File: src/rtl/lfst_invld_sched_pkg.sv
// Shared retire-path constants and helpers for LFST invalidate scheduling.
package lfst_invld_sched_pkg;

  localparam int INUM_W           = 7;
  localparam int RET_WIDTH        = 4;
  localparam int LFST_INVLD_PORTS = 2;

  // Number of set bits in a 4-wide retire valid vector.
  function automatic logic [2:0] popcount4(input logic [3:0] v);
    return 3'(v[0]) + 3'(v[1]) + 3'(v[2]) + 3'(v[3]);
  endfunction

endpackage

File: src/rtl/lfst_invld_compact.sv
// Packs the valid retire slots, in slot order, into a dense list of inums
// plus a count of how many are valid.
module lfst_invld_compact #(
  parameter int INUM_W = 7
) (
  input  logic [lfst_invld_sched_pkg::RET_WIDTH-1:0] vld,
  input  logic [INUM_W-1:0] inum      [lfst_invld_sched_pkg::RET_WIDTH],
  output logic [INUM_W-1:0] pack_inum [lfst_invld_sched_pkg::RET_WIDTH],
  output logic [2:0]        cnt
);
  import lfst_invld_sched_pkg::*;

  logic [2:0] slot;

  // Walk slots oldest first; each valid slot takes the next free packed position.
  // NOTE: every variable written here gets a default first so no latch is inferred.
  always_comb begin
    pack_inum = '{default: '0};
    slot      = '0;
    for (int i = 0; i < RET_WIDTH; i++) begin
      if (vld[i]) begin
        pack_inum[slot[1:0]] = inum[i];
        slot                 = slot + 3'd1;
      end
    end
    cnt = popcount4(vld);
  end

endmodule

File: src/rtl/lfst_invld_sched.sv
// Buffers up to 4 retiring-store inums per cycle in an in-order queue and
// drains up to 2 per cycle onto the LFST invalidate ports.
module lfst_invld_sched #(
  parameter int DEPTH  = 8,
  parameter int INUM_W = 7,
  parameter int CNT_W  = 4
) (
  input  logic              clock,
  input  logic              reset_n,
  input  logic              flush_i,
  input  logic              ret0_st_vld_i,
  input  logic              ret1_st_vld_i,
  input  logic              ret2_st_vld_i,
  input  logic              ret3_st_vld_i,
  input  logic [INUM_W-1:0] ret0_inum_i,
  input  logic [INUM_W-1:0] ret1_inum_i,
  input  logic [INUM_W-1:0] ret2_inum_i,
  input  logic [INUM_W-1:0] ret3_inum_i,
  output logic              ready_o,
  output logic              lfst_invld0_o,
  output logic [INUM_W-1:0] lfst_invld0_idx_o,
  output logic              lfst_invld1_o,
  output logic [INUM_W-1:0] lfst_invld1_idx_o,
  output logic [CNT_W-1:0]  occupancy_o
);
  import lfst_invld_sched_pkg::*;

  localparam int PTR_W = $clog2(DEPTH);

  logic [INUM_W-1:0]    mem [DEPTH];
  logic [PTR_W-1:0]     head;
  logic [PTR_W-1:0]     tail;
  logic [CNT_W-1:0]     count;

  logic [RET_WIDTH-1:0] ret_vld;
  logic [INUM_W-1:0]    ret_inum  [RET_WIDTH];
  logic [INUM_W-1:0]    pack_inum [RET_WIDTH];
  logic [2:0]           nenq_raw;
  logic [2:0]           nenq;
  logic [1:0]           ndeq;
  logic                 enq_en;
  logic [PTR_W-1:0]     head_p1;

  assign ret_vld  = {ret3_st_vld_i, ret2_st_vld_i, ret1_st_vld_i, ret0_st_vld_i};
  assign ret_inum = '{ret0_inum_i, ret1_inum_i, ret2_inum_i, ret3_inum_i};

  lfst_invld_compact #(.INUM_W(INUM_W)) u_compact (
    .vld       (ret_vld),
    .inum      (ret_inum),
    .pack_inum (pack_inum),
    .cnt       (nenq_raw)
  );

  // Ready depends on registered count only: room for a full bundle after no drain.
  assign ready_o = (count <= CNT_W'(DEPTH - RET_WIDTH));
  assign enq_en  = ready_o && !flush_i;
  assign nenq    = enq_en ? nenq_raw : 3'd0;
  assign ndeq    = (count >= CNT_W'(LFST_INVLD_PORTS)) ? 2'd2 :
                   (count != '0)                       ? 2'd1 : 2'd0;
  assign head_p1 = head + PTR_W'(1);

  // Drain ports are driven straight from registered state; no same-cycle bypass.
  assign lfst_invld0_o     = (count >= CNT_W'(1));
  assign lfst_invld1_o     = (count >= CNT_W'(2));
  assign lfst_invld0_idx_o = lfst_invld0_o ? mem[head]    : '0;
  assign lfst_invld1_idx_o = lfst_invld1_o ? mem[head_p1] : '0;
  assign occupancy_o       = count;

  // Pointer and occupancy update; reset and flush both discard all pending work.
  // NOTE: sequential state is assigned with non-blocking assignments only.
  always_ff @(posedge clock) begin
    if (!reset_n || flush_i) begin
      head  <= '0;
      tail  <= '0;
      count <= '0;
    end else begin
      head  <= head + PTR_W'(ndeq);
      tail  <= tail + PTR_W'(nenq);
      count <= count + CNT_W'(nenq) - CNT_W'(ndeq);
    end
  end

  // Entry writes: packed inums land at tail, tail+1, ... with natural wrap.
  // NOTE: the entry array has no reset; count gates every read of stale data.
  always_ff @(posedge clock) begin
    for (int i = 0; i < RET_WIDTH; i++) begin
      if (enq_en && (3'(i) < nenq_raw)) begin
        mem[tail + PTR_W'(i)] <= pack_inum[i];
      end
    end
  end

  a_count_max: assert property (@(posedge clock) disable iff (!reset_n)
    count <= CNT_W'(DEPTH));
  a_no_enq_blocked: assert property (@(posedge clock) disable iff (!reset_n)
    !ready_o |-> (nenq == 3'd0));
  a_empty_quiet: assert property (@(posedge clock) disable iff (!reset_n)
    (count == '0) |-> (!lfst_invld0_o && !lfst_invld1_o));

endmodule

File: config.mk
export PLATFORM = sky130hd
export DESIGN_NAME = lfst_invld_sched
export DESIGN_NICKNAME = d
export VERILOG_FILES = /design/src/rtl/lfst_invld_sched_pkg.sv /design/src/rtl/lfst_invld_compact.sv /design/src/rtl/lfst_invld_sched.sv
export SDC_FILE = /design/constraint.sdc
export NUM_CORES = 1
export LEC_CHECK = 0
export ABC_AREA = 1
export CORE_AREA = 5 5 130 132
export CTS_CLUSTER_SIZE = 20
export DETAILED_ROUTE_END_ITERATION = 16
export DIE_AREA = 0 0 135 137
export GPL_TIMING_DRIVEN = 0
export HOLD_SLACK_MARGIN = 0.08
export PLACE_DENSITY = 0.73
export SLEW_MARGIN = 20
export SYNTH_ARGS = -nofsm -noshare
export SYNTH_HDL_FRONTEND = slang
export SYNTH_SLANG_ARGS = --single-unit
File: constraint.sdc
create_clock -name clock -period 10 [get_ports clock]
set_input_delay 2 -clock clock [delete_from_list [all_inputs] [get_ports clock]]
set_output_delay 2 -clock clock [all_outputs]
set_load 0.05 [all_outputs]
==> results_dict.tcl, run 1 <==
set metrics [dict create \
    run_status "complete, no violations" \
    ir_drop_v 0.000149 \
    yosysWarningCount 0 \
    die_area_um2 18500 \
    cp-end-kind "register" \
    dp.cells 1296 \
    max_freq_mhz 187 \
    nFillCells 1616 \
    synth-edff-count 56 \
    synth_top_area_cell "edfxtp_1" \
    vias 7757 \
    core_um2 15600 \
    ys_seq_elements 66 \
    cts_tree "done" \
    diodes 0 \
    post-cts-setup-buffers 0 \
    cap_violations 0 \
    first_global_vias 6894 \
    critPathKind "in -> reg" \
    dr.pass1.iters 7 \
    fin_skew_ns 0.00732 \
    die_height_um 137 \
    finalSetupViolCount 0 \
    gp_congestion 1.05 \
    rr_worst_depth 8 \
    area.growth.synth_to_final_pct 16.2 \
    worstHoldStart "occupancy_o[3]" \
    cts_buffer_depth 2 \
    netlist_top_cells_area "edfxtp_1 (25%), nand2_1 (13%), nand3_1 (11%)" \
    avgSynthCellArea_um2 6.67 \
    hold_end "occupancy_o[3]" \
    hold_viol 0 \
    yosysSeqAreaShare 0.275 \
    fin_area_um2 7960 \
    placed_area_um2 7650 \
    slew_headroom 0.452 \
    clkSlewWorstSetupHoldPaths_ns 0.05 \
    grt-ovfl-total 0 \
    p_per_area_nw_per_um2 209 \
    syn_area_um2 6850 \
    grt_antenna_before_repair 0 \
    startpoint_type "input pin" \
    fin_ws_ns 4.64 \
    nNetsFinal 1146 \
    yosysUniqueCellTypes 40 \
    post-dp-hpwl_um 20600 \
    yosysTopAreaCellShare 0.246 \
    wl_um 26200 \
    maxSlewViolCount 0 \
    synth_cells 1027 \
    post-route-min-period_ns 5.36 \
    post_cts_resized 0 \
    rsz0062_at_grt "false" \
    worstMarginPinSlew_ns 0.819 \
    cts.sinks 66 \
    port_buffers 53 \
    syn_nets 1082 \
    synthArstFlopShare 0 \
    grt_max_degree 12 \
    r2r_end "mem[4][6]" \
    synth_flop_cell "edfxtp_1" \
    final_cells 1312 \
    synth_common_cells "nand2_1 (243), nand3_1 (146), nor2_1 (141)" \
    fin_crit_sh 0.536 \
    wl_per_cell_um 20.0 \
    multi_input_comb_area_um2 4390 \
    leakage_uw 0.00334 \
    r2r_start "tail[0]" \
    worstPathRequired_ns 9.95 \
    hold_path.class "reg -> reg" \
    start_util 0.439 \
    drt_iter0_markers 917 \
    hold_ws_ns 0.626 \
    r2r_setup_slack_ns 7.04 \
    grt_pass1_wl_um 40500 \
    place_ws_ns 4.32 \
    htree_levels 3 \
    drc_errors 0 \
    whs_path_depth 3 \
    fin_setup_tns_ns 0 \
    cts-root-buf "clkbuf_16" \
    synth_most_common_cell "nand2_1" \
    clock_latency_ns 0.33 \
    drive_gt1_frac 0.118 \
    grt_usage 0.284 \
    vias_per_cell 5.91 \
    ios 56 \
    num_rows 46 \
    cts_hold_buf 0 \
    crit_fanout 9 \
    die_w_um 135 \
    cts_inserted_buffers 9 \
    seq_area_um2 1880 \
    crit_arrival_ns 5.31 \
    ant_nets 0 \
]
[worst max-delay path by stage]
| stage | from | to | slack (ns) | depth (start not counted) |
|---|---|---|---|---|
| 5_1_grt | ret1_st_vld_i | mem[6][2] | 4.39 | 12 |
| 3_5_place_dp | ret1_st_vld_i | mem[1][4] | 4.32 | 12 |
| 4_1_cts | ret1_st_vld_i | mem[5][0] | 4.65 | 12 |
| 2_1_floorplan | ret3_st_vld_i | occupancy_o[3] | 5.15 | 14 |
| 6_report | ret1_st_vld_i | mem[1][3] | 4.64 | 12 |
| 3_3_place_gp | ret1_st_vld_i | mem[6][5] | 4.32 | 12 |
[report_power, final]
part	switching [uW]	total (uW)	internal [uW]
sequential	30.6	384	353
combinational	655	959	304
clock	106	319	213
total	792	1660	870
[per-layer routing]
layer,vias up,share of wire,global-route usage
met3,90,0.10,0.0474
met5,-,0,0
met2,558,0.44,0.449
li1,3637,-,-
met4,0,0.058,0.153
met1,3472,0.39,0.373
[kinds of logic after synthesis]
family | synth area share
AOI/OAI and AO/OA | 0.187
and+or+nand+nor | 0.405
adders and majority gates | 0.0420
DFF | 0.275
buffers and inverters | 0.0844
xor gates and xnor gates | 0.00640
[state kept, by name, summed over array words and instances (netlist names)]
register     flops
head             3
tail             3
occupancy_o      4
mem             56
[layout make-up]
class / count / area share
plain buffers: 38 / 0.0288
inverters: 93 / 0.0439
well taps: 216 / 0.0340
repair buffers: 53 / 0.0667
multi-input cells: 830 / 0.551
clock buffers: 14 / 0.0344
flip-flops and latches: 66 / 0.237
clock inverters: 2 / 0.00440
[worst max-delay path, cell delays in order]
cell             delay, ns
clkdlybuf4s50_1       0.49
buf_2                 0.20
inv_1                 0.06
ha_1                  0.32
inv_1                 0.09
fa_1                  0.39
ha_1                  0.35
a21oi_1               0.28
nand3_4               0.21
nor2_2                0.41
nor2_1                0.13
o211ai_1              0.35
[metrics by stage]
| step | power (uW) | util |
|---|---|---|
| floorplan | 1040 | - |
| global placement | 1330 | 0.490 |
| detailed placement | 1330 | 0.490 |
| CTS | 1650 | 0.510 |
| global route | 1760 | 0.510 |
| finish | 1660 | 0.510 |
[placed cells by master, fill, tap and decap left out, types with 5 or more instances in the layout]
master	synthesis	final
edfxtp_1	56	56
nand3_1	146	146
ha_1	15	15
o21ai_0	52	52
dfxtp_1	10	10
inv_2	7	7
o221a_2	21	21
nor2_1	141	141
nand2_1	243	243
nor2_2	14	14
nor2_4	8	8
fa_1	5	5
nor3_1	14	14
buf_6	8	8
clkdlybuf4s50_1	0	53
buf_2	12	12
clkbuf_1	15	17
o21ai_2	8	8
a21oi_1	84	84
nand4_1	20	20
a21oi_2	15	15
clkbuf_16	0	9
inv_1	85	85
o21ai_1	7	7
o211ai_1	8	8
nand3_4	5	5
Power figures use the tool's default switching activity.
==> run 2: changes to the inputs <==
- clock period: 10 -> 5.31 ns (I/O delays scaled with it)
==> results of run 2 <==
The final DEF is identical to that of run 1. Status: complete, no violations.
Among the figures that moved: setup slack after placement 4.32 ns -> 0.572 ns; setup slack after layout 4.64 ns -> 0.892 ns; register-to-register setup slack 7.04 ns -> 2.35 ns; total power 1660 uW -> 3130 uW; worst IR drop on VDD 0.000149 V -> 0.000280 V
==> run 3: changes to the inputs <==
- clock period: 5.31 -> 4.1 ns (I/O delays scaled with it)
==> results_dict.tcl, run 3 (synthesis results as in run 1) <==
set metrics [dict create \
    run_status "complete, no violations" \
    critPathLaunch "head[1]" \
    power_frac_seq 0.228 \
    cp-end-kind "output pin" \
    clkSlewWorstSetupHoldPaths_ns 0.05 \
    gp_congestion 1.05 \
    num_rows 46 \
    p_per_area_nw_per_um2 507 \
    drt_iter0_markers 1072 \
    nFillCells 1608 \
    area.growth.synth_to_final_pct 18.1 \
    fin_crit_sh 0.968 \
    critPathKind "reg -> out" \
    htree_levels 3 \
    wl_um 26300 \
    final_cells 1317 \
    fin_ws_ns 0.132 \
    cts_buffer_depth 2 \
    clkPwrFrac 0.189 \
    swShare 0.475 \
    crit_fanout 10 \
    max_stage_delay_ns 0.83 \
    worstMarginPinSlew_ns 0.816 \
    drive_gt1_frac 0.124 \
    cap_violations 0 \
    die_area_um2 18500 \
    placed_area_um2 7650 \
    slew_headroom 0.454 \
    seq_area_um2 1880 \
    finalSetupViolCount 0 \
    worstPathRequired_ns 3.28 \
    fin_area_um2 8080 \
    cts_tree "done" \
    cts.sinks 66 \
    vias 7738 \
    cts_inserted_buffers 9 \
    grt_antenna_before_repair 0 \
    wl_per_cell_um 19.9 \
    crit_chain "ha_1, inv_1, clkbuf_1, o21ai_0, o221a_2, nor3_1, clkdlybuf4s50_1" \
    final_util 0.518 \
    post-dp-hpwl_um 20600 \
    ir_drop_v 0.000363 \
    dr.pass1.iters 6 \
    grt_usage 0.285 \
    hold_path.class "reg -> reg" \
    drc_errors 0 \
    p_comb_frac 0.583 \
    clock_latency_ns 0.32 \
    final_common_cell "nand2_1" \
    fin_skew_ns 0.00759 \
    dp.cells 1296 \
    grt-ovfl-total 0 \
    r2r_end "mem[4][2]" \
    post-route-min-period_ns 3.97 \
    grt_max_degree 12 \
    port_buffers 53 \
    crit_path_end "lfst_invld1_idx_o[0]" \
    cts_hold_buf 0 \
    hold_viol 0 \
    p_int_uw 2150 \
    first_global_vias 6907 \
    multi_input_comb_area_um2 4440 \
    die_w_um 135 \
    ios 56 \
    crit_arrival_ns 3.15 \
    ant_nets 0 \
    max_freq_mhz 252 \
    vias_per_cell 5.88 \
    cp_top_family "buffers and inverters" \
    leakage_uw 0.00347 \
    cts-root-buf "clkbuf_16" \
    start_util 0.439 \
    r2r_start "tail[0]" \
    grt_pass1_wl_um 40600 \
    startpoint_type "register" \
    die_height_um 137 \
    rr_worst_depth 8 \
    r2r_setup_slack_ns 1.15 \
    diodes 0 \
    layout_common_cells "nand2_1 (243), nand3_1 (146), nor2_1 (141)" \
    cp_num_buf_inv 3 \
    nNetsFinal 1151 \
    largest_register "mem" \
    largest_register_ff_count 56 \
    maxSlewViolCount 0 \
    cp_slowest_cell "clkdlybuf4s50_1" \
    place_ws_ns -0.396 \
    switchingPower_uw 1950 \
    hold_ws_ns 0.627 \
    core_um2 15600 \
    path_depth 7 \
]
run 3: area by class of cell:
cell class	instances	share of cell area
Buffer	38	0.0291
Clock buffer	14	0.0339
Clock inverter	2	0.00433
Inverter	93	0.0432
Multi-Input combinational cell	830	0.550
Sequential cell	66	0.233
Tap cell	216	0.0334
Timing Repair Buffer	58	0.0737
run 3: power groups by stage:
stage                     clock network [uW]  logic, uW  registers [uW]
after floorplan                            0       1570             958
after global placement                     0       2290             945
after detailed placement                   0       2300             945
after CTS                                789       2310             933
after global routing                     813       2580             944
final                                    774       2390             935
run 3: worst min-delay path by stage:
stage / slack (ns) / from / cells after the start / to
floorplan: 0.59 / head[0] / 3 / head[0]
global placement: 0.61 / occupancy_o[3] / 3 / occupancy_o[3]
detailed placement: 0.61 / occupancy_o[3] / 3 / occupancy_o[3]
CTS: 0.63 / occupancy_o[3] / 3 / occupancy_o[3]
global route: 0.68 / occupancy_o[3] / 3 / occupancy_o[3]
finish: 0.63 / occupancy_o[3] / 3 / occupancy_o[3]
run 3: metal layers:
metal / track usage / vias up / wire, um
met5: 0 / - / 0
met4: 0.158 / 0 / 1690
met3: 0.0471 / 99 / 2670
met2: 0.447 / 553 / 11400
met1: 0.374 / 3438 / 10500
li1: - / 3648 / -
run 3: stage by stage:
step / TNS, ns / power, uW
after detailed placement: -25.88 / 3250
final: 0 / 4100
after floorplan: 0 / 2530
after CTS: 0 / 4030
after global placement: -26.64 / 3240
after global routing: -0.00538 / 4340
run 3: timing repair:
action | 4_1_cts | 5_1_grt
gates resized for setup | 2 | 15
setup endpoints to repair | 36 | 88
cloned | 0 | 0
pin swaps | 2 | 1
setup buffers | 2 | 3
run 3: worst register-to-register path: stages, from the launching register on:
cell and delay (ns):
dfxtp_1 0.49, inv_2 0.11, buf_2 0.20, ha_1 0.40
inv_1 0.20, nand3_1 0.13, nor2_1 0.15, nand3_1 0.36
o211ai_1 0.53
